$ cat src/rtl/peripheral_ahb3_pkg.sv
// Shared AHB3-Lite encodings for the peripheral slaves and the single-transfer master,
// plus the master's data-phase state type.
package peripheral_ahb3_pkg;

  localparam logic [1:0] HTRANS_IDLE   = 2'b00;
  localparam logic [1:0] HTRANS_BUSY   = 2'b01;
  localparam logic [1:0] HTRANS_NONSEQ = 2'b10;
  localparam logic [1:0] HTRANS_SEQ    = 2'b11;

  localparam logic [2:0] HSIZE_BYTE  = 3'b000;
  localparam logic [2:0] HSIZE_HWORD = 3'b001;
  localparam logic [2:0] HSIZE_WORD  = 3'b010;
  localparam logic [2:0] HSIZE_DWORD = 3'b011;

  localparam logic [2:0] HBURST_SINGLE = 3'b000;

  localparam logic HRESP_OKAY  = 1'b0;
  localparam logic HRESP_ERROR = 1'b1;

  // Non-cacheable, non-bufferable, privileged data access.
  localparam logic [3:0] HPROT_DATA_PRIV = 4'b0011;

  typedef enum logic [1:0] {
    D_NONE   = 2'd0,
    D_ACTIVE = 2'd1,
    D_CANCEL = 2'd2
  } ahb3_master_dstate_t;

endpackage

$ cat src/rtl/peripheral_master_ahb3.sv
// AHB3-Lite single-transfer master: valid/ready commands in, pipelined address/data phases out.
// Optional PERIPHERAL_AHB3_MASTER_ALIGN_CHECK_EN answers misaligned commands with an error instead of issuing them.
module peripheral_master_ahb3
  import peripheral_ahb3_pkg::*;
#(
  parameter int HADDR_SIZE = 32,
  parameter int HDATA_SIZE = 32
) (
  input  logic                  HRESETn,
  input  logic                  HCLK,
  // Command: transferred on the rising edge where cmd_valid & cmd_ready; the command
  // fields must stay stable while cmd_valid is high. Response: rsp_valid is a single-cycle
  // pulse with no backpressure, one per command, in command order.
  input  logic                  cmd_valid,
  output logic                  cmd_ready,
  input  logic                  cmd_write,
  input  logic [HADDR_SIZE-1:0] cmd_addr,
  input  logic [2:0]            cmd_size,
  input  logic [HDATA_SIZE-1:0] cmd_wdata,
  output logic                  rsp_valid,
  output logic [HDATA_SIZE-1:0] rsp_rdata,
  output logic                  rsp_error,
  output logic                  HSEL,
  output logic [HADDR_SIZE-1:0] HADDR,
  output logic                  HWRITE,
  output logic [2:0]            HSIZE,
  output logic [2:0]            HBURST,
  output logic [3:0]            HPROT,
  output logic [1:0]            HTRANS,
  output logic                  HMASTLOCK,
  output logic [HDATA_SIZE-1:0] HWDATA,
  input  logic [HDATA_SIZE-1:0] HRDATA,
  input  logic                  HREADY,
  input  logic                  HRESP,
  output ahb3_master_dstate_t   dstate
);

  logic                  a_valid;   // a command owns the address slot (issued or held)
  logic                  a_bad;     // that command is misaligned and is never driven as NONSEQ
  logic [HDATA_SIZE-1:0] a_wdata;
  logic                  d_write;
  logic                  d_bad;
  logic                  cmd_bad;
  logic                  first_err;
  logic                  cancel;
  logic                  accept;
  logic                  addr_done;

`ifdef PERIPHERAL_AHB3_MASTER_ALIGN_CHECK_EN
  function automatic logic is_misaligned(input logic [HADDR_SIZE-1:0] addr,
                                         input logic [2:0]            size);
    logic [HADDR_SIZE-1:0] mask;
    mask = (HADDR_SIZE'(1) << size) - HADDR_SIZE'(1);
    return (addr & mask) != '0;
  endfunction
  assign cmd_bad = is_misaligned(cmd_addr, cmd_size);
`else
  assign cmd_bad = 1'b0;
`endif

  assign first_err = (dstate == D_ACTIVE) && !HREADY && HRESP;
  assign cancel    = first_err || (dstate == D_CANCEL);
  assign cmd_ready = HRESETn && !cancel && (!a_valid || HREADY);
  assign accept    = cmd_valid && cmd_ready;
  // While cancelling, the held command is on the bus as IDLE, so HREADY does not retire it.
  assign addr_done = a_valid && HREADY && (dstate != D_CANCEL);

  assign HSEL      = (HTRANS == HTRANS_NONSEQ);
  assign HBURST    = HBURST_SINGLE;
  assign HPROT     = HPROT_DATA_PRIV;
  assign HMASTLOCK = 1'b0;

  always_ff @(posedge HCLK or negedge HRESETn) begin
    if (!HRESETn) begin
      a_valid   <= 1'b0;
      a_bad     <= 1'b0;
      a_wdata   <= '0;
      HTRANS    <= HTRANS_IDLE;
      HADDR     <= '0;
      HWRITE    <= 1'b0;
      HSIZE     <= 3'b000;
      HWDATA    <= '0;
      d_write   <= 1'b0;
      d_bad     <= 1'b0;
      dstate    <= D_NONE;
      rsp_valid <= 1'b0;
      rsp_rdata <= '0;
      rsp_error <= 1'b0;
    end else begin
      rsp_valid <= 1'b0;

      // Address slot
      if (first_err) begin
        HTRANS <= HTRANS_IDLE;
      end else if (dstate == D_CANCEL) begin
        if (HREADY && a_valid && !a_bad) HTRANS <= HTRANS_NONSEQ;
      end else if (accept) begin
        a_valid <= 1'b1;
        a_bad   <= cmd_bad;
        a_wdata <= cmd_wdata;
        if (cmd_bad) begin
          HTRANS <= HTRANS_IDLE;
        end else begin
          HTRANS <= HTRANS_NONSEQ;
          HADDR  <= cmd_addr;
          HWRITE <= cmd_write;
          HSIZE  <= cmd_size;
        end
      end else if (addr_done) begin
        a_valid <= 1'b0;
        a_bad   <= 1'b0;
        HTRANS  <= HTRANS_IDLE;
      end

      // Data phase
      case (dstate)
        D_NONE: begin
          if (addr_done) begin
            dstate  <= D_ACTIVE;
            d_write <= HWRITE;
            d_bad   <= a_bad;
            HWDATA  <= a_wdata;
          end
        end
        D_ACTIVE: begin
          if (HREADY) begin
            rsp_valid <= 1'b1;
            rsp_rdata <= (d_write || d_bad) ? '0 : HRDATA;
            rsp_error <= HRESP || d_bad;
            if (addr_done) begin
              d_write <= HWRITE;
              d_bad   <= a_bad;
              HWDATA  <= a_wdata;
            end else begin
              dstate <= D_NONE;
            end
          end else if (HRESP) begin
            dstate <= D_CANCEL;
          end
        end
        D_CANCEL: begin
          if (HREADY) begin
            rsp_valid <= 1'b1;
            rsp_rdata <= d_write ? '0 : HRDATA;
            rsp_error <= 1'b1;
            dstate    <= D_NONE;
          end
        end
        default: dstate <= D_NONE;
      endcase
    end
  end

endmodule

$ cat config.mk
export PLATFORM = sky130hd
export DESIGN_NAME = peripheral_master_ahb3
export DESIGN_NICKNAME = d
export VERILOG_FILES = /design/src/rtl/peripheral_ahb3_pkg.sv /design/src/rtl/peripheral_master_ahb3.sv
export SDC_FILE = /design/constraint.sdc
export NUM_CORES = 1
export LEC_CHECK = 0
export CAP_MARGIN = 20
export CORE_ASPECT_RATIO = 0.7
export CORE_MARGIN = 4
export CORE_UTILIZATION = 48
export DETAILED_ROUTE_END_ITERATION = 6
export PLACE_DENSITY = 0.91
export SLEW_MARGIN = 20
export SYNTH_ARGS = -nofsm -noshare
export SYNTH_HDL_FRONTEND = slang
export SYNTH_SLANG_ARGS = --single-unit
$ cat constraint.sdc
create_clock -name HCLK -period 3.2 [get_ports HCLK]
set_input_delay 0.48 -clock HCLK [delete_from_list [all_inputs] [get_ports HCLK]]
set_output_delay 0.48 -clock HCLK [all_outputs]
set_load 0.01 [all_outputs]
Word-level counts from Yosys, hierarchy flattened
Index checks and enable logic that the tools add are counted.
- logic and storage cells: 87
- bits of input ports: 105
- output and inout bits: 116
- flip-flop bits (word level): 142
- mux-type cells: 33
- reductions and logical operators: 28
- bitwise logic cells: 2
- equal/unequal tests: 10
- operators by type and width (operator ; count):
    2-to-1 mux 32 bit ; 6
    one-hot mux 32 bit (2 select lines) ; 2
    2-to-1 mux 2 bit ; 10
    2-to-1 mux 1 bit ; 11
    AND reduction 3 bit ; 3
    logical AND 1 bit ; 8
    != test 2 bit, second input constant ; 4
    != test 3 bit, second input constant ; 2
    one-hot mux 1 bit (2 select lines) ; 3
    one-hot mux 2 bit (3 select lines) ; 1
    nonzero test 2 bit ; 3
    == test 2 bit, second input constant ; 2
    logical NOT 1 bit ; 4
    logical OR 1 bit ; 4
    AND reduction 2 bit ; 2
    AND reduction 4 bit ; 1
    nonzero test 4 bit ; 1
    != test 3 x 2 -> 1 bit, second input constant ; 1
    == test 2 x 1 -> 1 bit, second input constant ; 1
    logical NOT 2 bit ; 1
    inverter 1 bit ; 2
    OR reduction 2 bit ; 1

Depth between registers and ports, before layout
- depth in word-level cells: 11
- depth in mapped cells: 7
- gate-level depth less buffers: 6

Least setup slack after synthesis
Ideal clock, no wire load.
- kind: reg-to-reg
- start: register dstate[0]
- end: register HWDATA[12]
- setup time: 0.125 ns
- buffers on the path: 1
- path slack: 1.419 ns
- arrival time: 1.656 ns
- stages on the path, launching flop included: 8
- required time: 3.075 ns
- clock period less this slack: 1.781 ns
- cells stage by stage: dfrtp_1 -> inv_1 -> ha_1 -> inv_1 -> nand3_1 -> nor2_4 -> buf_6 -> mux2_2
- word-level cells in the longest chain between the ends: 5
- elaborated cells on any way between the ends: 10
- those cells by class: eq/ne: 3; mux: 3; reduce/logical: 4
- ends and longest elaborated chain (item ; RTL line ; source):
    start: declaration ; peripheral_master_ahb3.sv:35 ; output ahb3_master_dstate_t dstate
    start signal: assignment ; peripheral_master_ahb3.sv:85 ; dstate <= D_NONE;
    start signal: assignment ; peripheral_master_ahb3.sv:119 ; dstate <= D_ACTIVE;
    start signal: assignment ; peripheral_master_ahb3.sv:135 ; dstate <= D_NONE;
    != test 2 bit ; peripheral_master_ahb3.sv:66 ; assign addr_done = a_valid && HREADY && (dstate != D_CANCEL);
    logical AND 1 bit ; peripheral_master_ahb3.sv:66 ;
    2-to-1 mux 32 bit (2 in series) ; - ;
    one-hot mux 32 bit (2 select lines) ; peripheral_master_ahb3.sv:116 ; case (dstate)
    end signal: assignment ; peripheral_master_ahb3.sv:122 ; HWDATA <= a_wdata;
    end signal: assignment ; peripheral_master_ahb3.sv:133 ; HWDATA <= a_wdata;
    end: declaration ; peripheral_master_ahb3.sv:31 ; output logic [HDATA_SIZE-1:0] HWDATA,
Several ways; a longest one is shown, not always the timed one. The select of a mux whose other input is x is not followed.
A chain may end at the register's enable or synchronous reset.

Worst setup path in the final report
- start: input port HRESETn
- end: output port cmd_ready
- word-level cells in the longest chain between the ends: 2
- ends and longest elaborated chain (item ; RTL line ; source):
    start: declaration ; peripheral_master_ahb3.sv:9 ; input logic HRESETn,
    logical AND 1 bit (2 in series) ; peripheral_master_ahb3.sv:63 ; assign cmd_ready = HRESETn && !cancel && (!a_valid || HREADY);
    end: declaration ; peripheral_master_ahb3.sv:15 ; output logic cmd_ready,
Every way passes these cells.

==> run metrics <==
unrepaired setup endpoints after global routing false; row count 33; # clock sinks between 100 and 150; placeable core area 11,800 sq um; H-tree depth 4; max_cap viols 0; fraction of synthesized cell area taken by the top area cell type 0.594; maximum clock insertion buffer count 2; Placed Area around 8000 sq um; data required time of the worst path 2.72 ns; highest attainable clock frequency 379 MHz; category of the worst setup path capture point output pin; Max IR drop VDD 0.000511 V; count of flip-flops with a built-in enable after synthesis 0; DRC 0; GRT overflow 0; share of the yosys chip area belonging to registers 0.594; most instantiated cells after synthesis sky130_fd_sc_hd__dfrtp_1 (139), sky130_fd_sc_hd__mux2_4 (68), sky130_fd_sc_hd__o21ai_0 (36); compound-cell area share of the yosys netlist 0.0428; flip-flop and latch count after synthesis 139; Post-Place Worst Slack 0.709 ns; Die H approximately 100 um; Area contributors post-synth sky130_fd_sc_hd__dfrtp_1 (59%), sky130_fd_sc_hd__mux2_4 (17%), sky130_fd_sc_hd__mux2_2 (6.4%); YS warnings 0; Clock Root Buffer sky130_fd_sc_hd__clkbuf_16; Synth Area in Adders 0.00641; via count of the first global-routing pass 4,237; Netlist Area Pre-Place 5850 sq um; Setup TNS Final 0 ns; final number of setup-violating endpoints 0; worst hold-check path type flip-flop to flip-flop; simple-gate portion of the synthesized area 0.0671; per-cell via count in the routed design just under 5; area enclosed by the die boundary 14,100 sq um; pin count of the biggest net entering global routing 67; cell type with the largest total area after synthesis sky130_fd_sc_hd__dfrtp_1; dominant combinational cell family by area after synthesis multiplexers; hold_ws 0.480 ns; TritonCTS clock tree built; footprint of the flip-flops and latches 3480 sq um; Fill cells approximately 760; boundary pin count 221; Vias 3,828; antenna violations before repair 0; DP HPWL 9.85 mm; multiplexer share of the synthesized area 0.242; count of unique library cells instantiated by Yosys 30; Mean Syn Cell Area 14.6 sq um; routed length per instance 17.3 um; type of element launching the critical path input pin; RePlAce Congestion 0.830; pwr dens just under 1000 nW/um^2; global-route wire length before repair 22.3 mm; Hold Fails Final Rpt 0; FFs w/ async S/R, synth 1.00; latest clock arrival within the worst-skew pair 0.40 ns; signed area change from the synthesized netlist to the final layout 47.6%; post-CTS setup buffer count 0; number of buffers created by CTS 17; clock-pin slew of the registers on the worst-case setup and hold paths 0.06 ns; GRT Total Usage 0.200; floorplan die width ~140 um; I/O Buffers 211; number of routed nets with antenna violations 0; worst clock skew 0.00713 ns; first drt pass iteration count 5; DR iter-0 viols about 140; post-layout minimum cycle time 2.64 ns; Tightest Pin Transition 0.748 ns; Mapped Cells 400; signal arrival time at the worst endpoint 2.16 ns; worst path setup slack after routing between 0.5 and 0.6 ns; final worst path period share 0.825; combined area of the multi-input logic cells 2140 sq um; parity-gate share of the synthesized area counting xor and xnor cells 0; Final Slew Violations 0; worst setup path category input pin to output pin; initial cell density of the core 0.496; wirelength, routed 13.6 mm; ANT cells 0; fraction of layout cells with a size suffix above 1 0.230; max_slew headroom 0.501; final instance area 8640 sq um; library cell with the highest instance count after synthesis sky130_fd_sc_hd__dfrtp_1; result of the run complete, no violations; leakage power summed over all cells 0.00390 uW; highest net fanout along the worst path 35; Top FF cell, synth sky130_fd_sc_hd__dfrtp_1; number of nets in the layout 722
[cell usage in the layout (no fill, tap or decap), types with 2 or more instances in the layout]
| cell | instances |
|---|---|
| sky130_fd_sc_hd__clkinv_4 | 2 |
| sky130_fd_sc_hd__clkbuf_1 | 2 |
| sky130_fd_sc_hd__nand2b_1 | 32 |
| sky130_fd_sc_hd__inv_6 | 3 |
| sky130_fd_sc_hd__mux2_4 | 68 |
| sky130_fd_sc_hd__buf_4 | 5 |
| sky130_fd_sc_hd__clkbuf_16 | 17 |
| sky130_fd_sc_hd__clkinv_2 | 2 |
| sky130_fd_sc_hd__ha_1 | 3 |
| sky130_fd_sc_hd__inv_1 | 5 |
| sky130_fd_sc_hd__o21ai_0 | 36 |
| sky130_fd_sc_hd__conb_1 | 9 |
| sky130_fd_sc_hd__nand3_1 | 2 |
| sky130_fd_sc_hd__bufinv_16 | 4 |
| sky130_fd_sc_hd__nand2_1 | 35 |
| sky130_fd_sc_hd__dfrtp_1 | 139 |
| sky130_fd_sc_hd__clkinvlp_4 | 2 |
| sky130_fd_sc_hd__clkdlybuf4s50_1 | 210 |
| sky130_fd_sc_hd__mux2_2 | 33 |
| sky130_fd_sc_hd__nor2_1 | 2 |
[power breakdown]
| part | switching (uW) | internal, uW | total [uW] |
|---|---|---|---|
| clock network | 723 | 1310 | 2030 |
| registers | 520 | 2550 | 3070 |
| logic | 1210 | 2080 | 3290 |
[worst max-delay path, stage by stage]
cell and delay, ns:
sky130_fd_sc_hd__dlygate4sd3_1 0.55, sky130_fd_sc_hd__buf_6 0.29, sky130_fd_sc_hd__o211a_4 0.27, sky130_fd_sc_hd__clkdlybuf4s50_1 0.55
[final timing paths]
kind                            slack, ns          start             to  cells past startpoint
worst min register to register       0.48  rsp_rdata[29]  rsp_rdata[29]                      2
min in group asynchronous            0.53        HRESETn      HADDR[27]                      2
worst min-delay path                 0.48  rsp_rdata[29]  rsp_rdata[29]                      2
max in group asynchronous            1.67        HRESETn  rsp_rdata[28]                      3
worst max register to register       0.93      dstate[1]      HADDR[24]                      7
worst max-delay path                 0.56        HRESETn      cmd_ready                      4
[cell families after synthesis]
kind of cell / Yosys count
flops: 139
compound gates: 43
other cells: 2
simple gates: 75
fa+ha+maj: 3
buf+inv: 35
mux: 103
[layout make-up]
cell class | instances | area share
sequential | 139 | 0.403
timing repair buffer | 218 | 0.253
multi-input combinational | 233 | 0.248
clock buffer | 19 | 0.0501
tap | 157 | 0.0227
clock inverter | 13 | 0.0219
inverter | 5 | 0.00217
[registers in the layout, summed over array words and instances (netlist names)]
name and count:
d_write 1, a_wdata 32, a_valid 1, rsp_error 1, HWDATA 32, HADDR 32, HWRITE 1, HTRANS 1
rsp_valid 1, rsp_rdata 32, HSIZE 3, dstate 2
[metrics by stage]
stage | util | power [uW] | cells
6_report | 0.731 | 8400 | 784
3_3_place_gp | 0.678 | 6250 | 751
3_5_place_dp | 0.678 | 6400 | 751
4_1_cts | 0.731 | 8500 | 784
2_1_floorplan | - | 4670 | 407
5_1_grt | 0.731 | 8870 | 784
[timing repair]
action                    4_1_cts  5_1_grt
gates resized for setup         0        0
hold endpoints to repair       32        0
hold buffers                    1        0
[metal layers]
metal / up-vias / global-route usage / routed length, um
li1: 1762 / - / -
met3: 10 / 0.0667 / 1020
met5: - / 0 / 0
met4: 0 / 0.0551 / 102
met2: 147 / 0.347 / 6910
met1: 1909 / 0.241 / 5530
(Power assumes the default switching activity.)
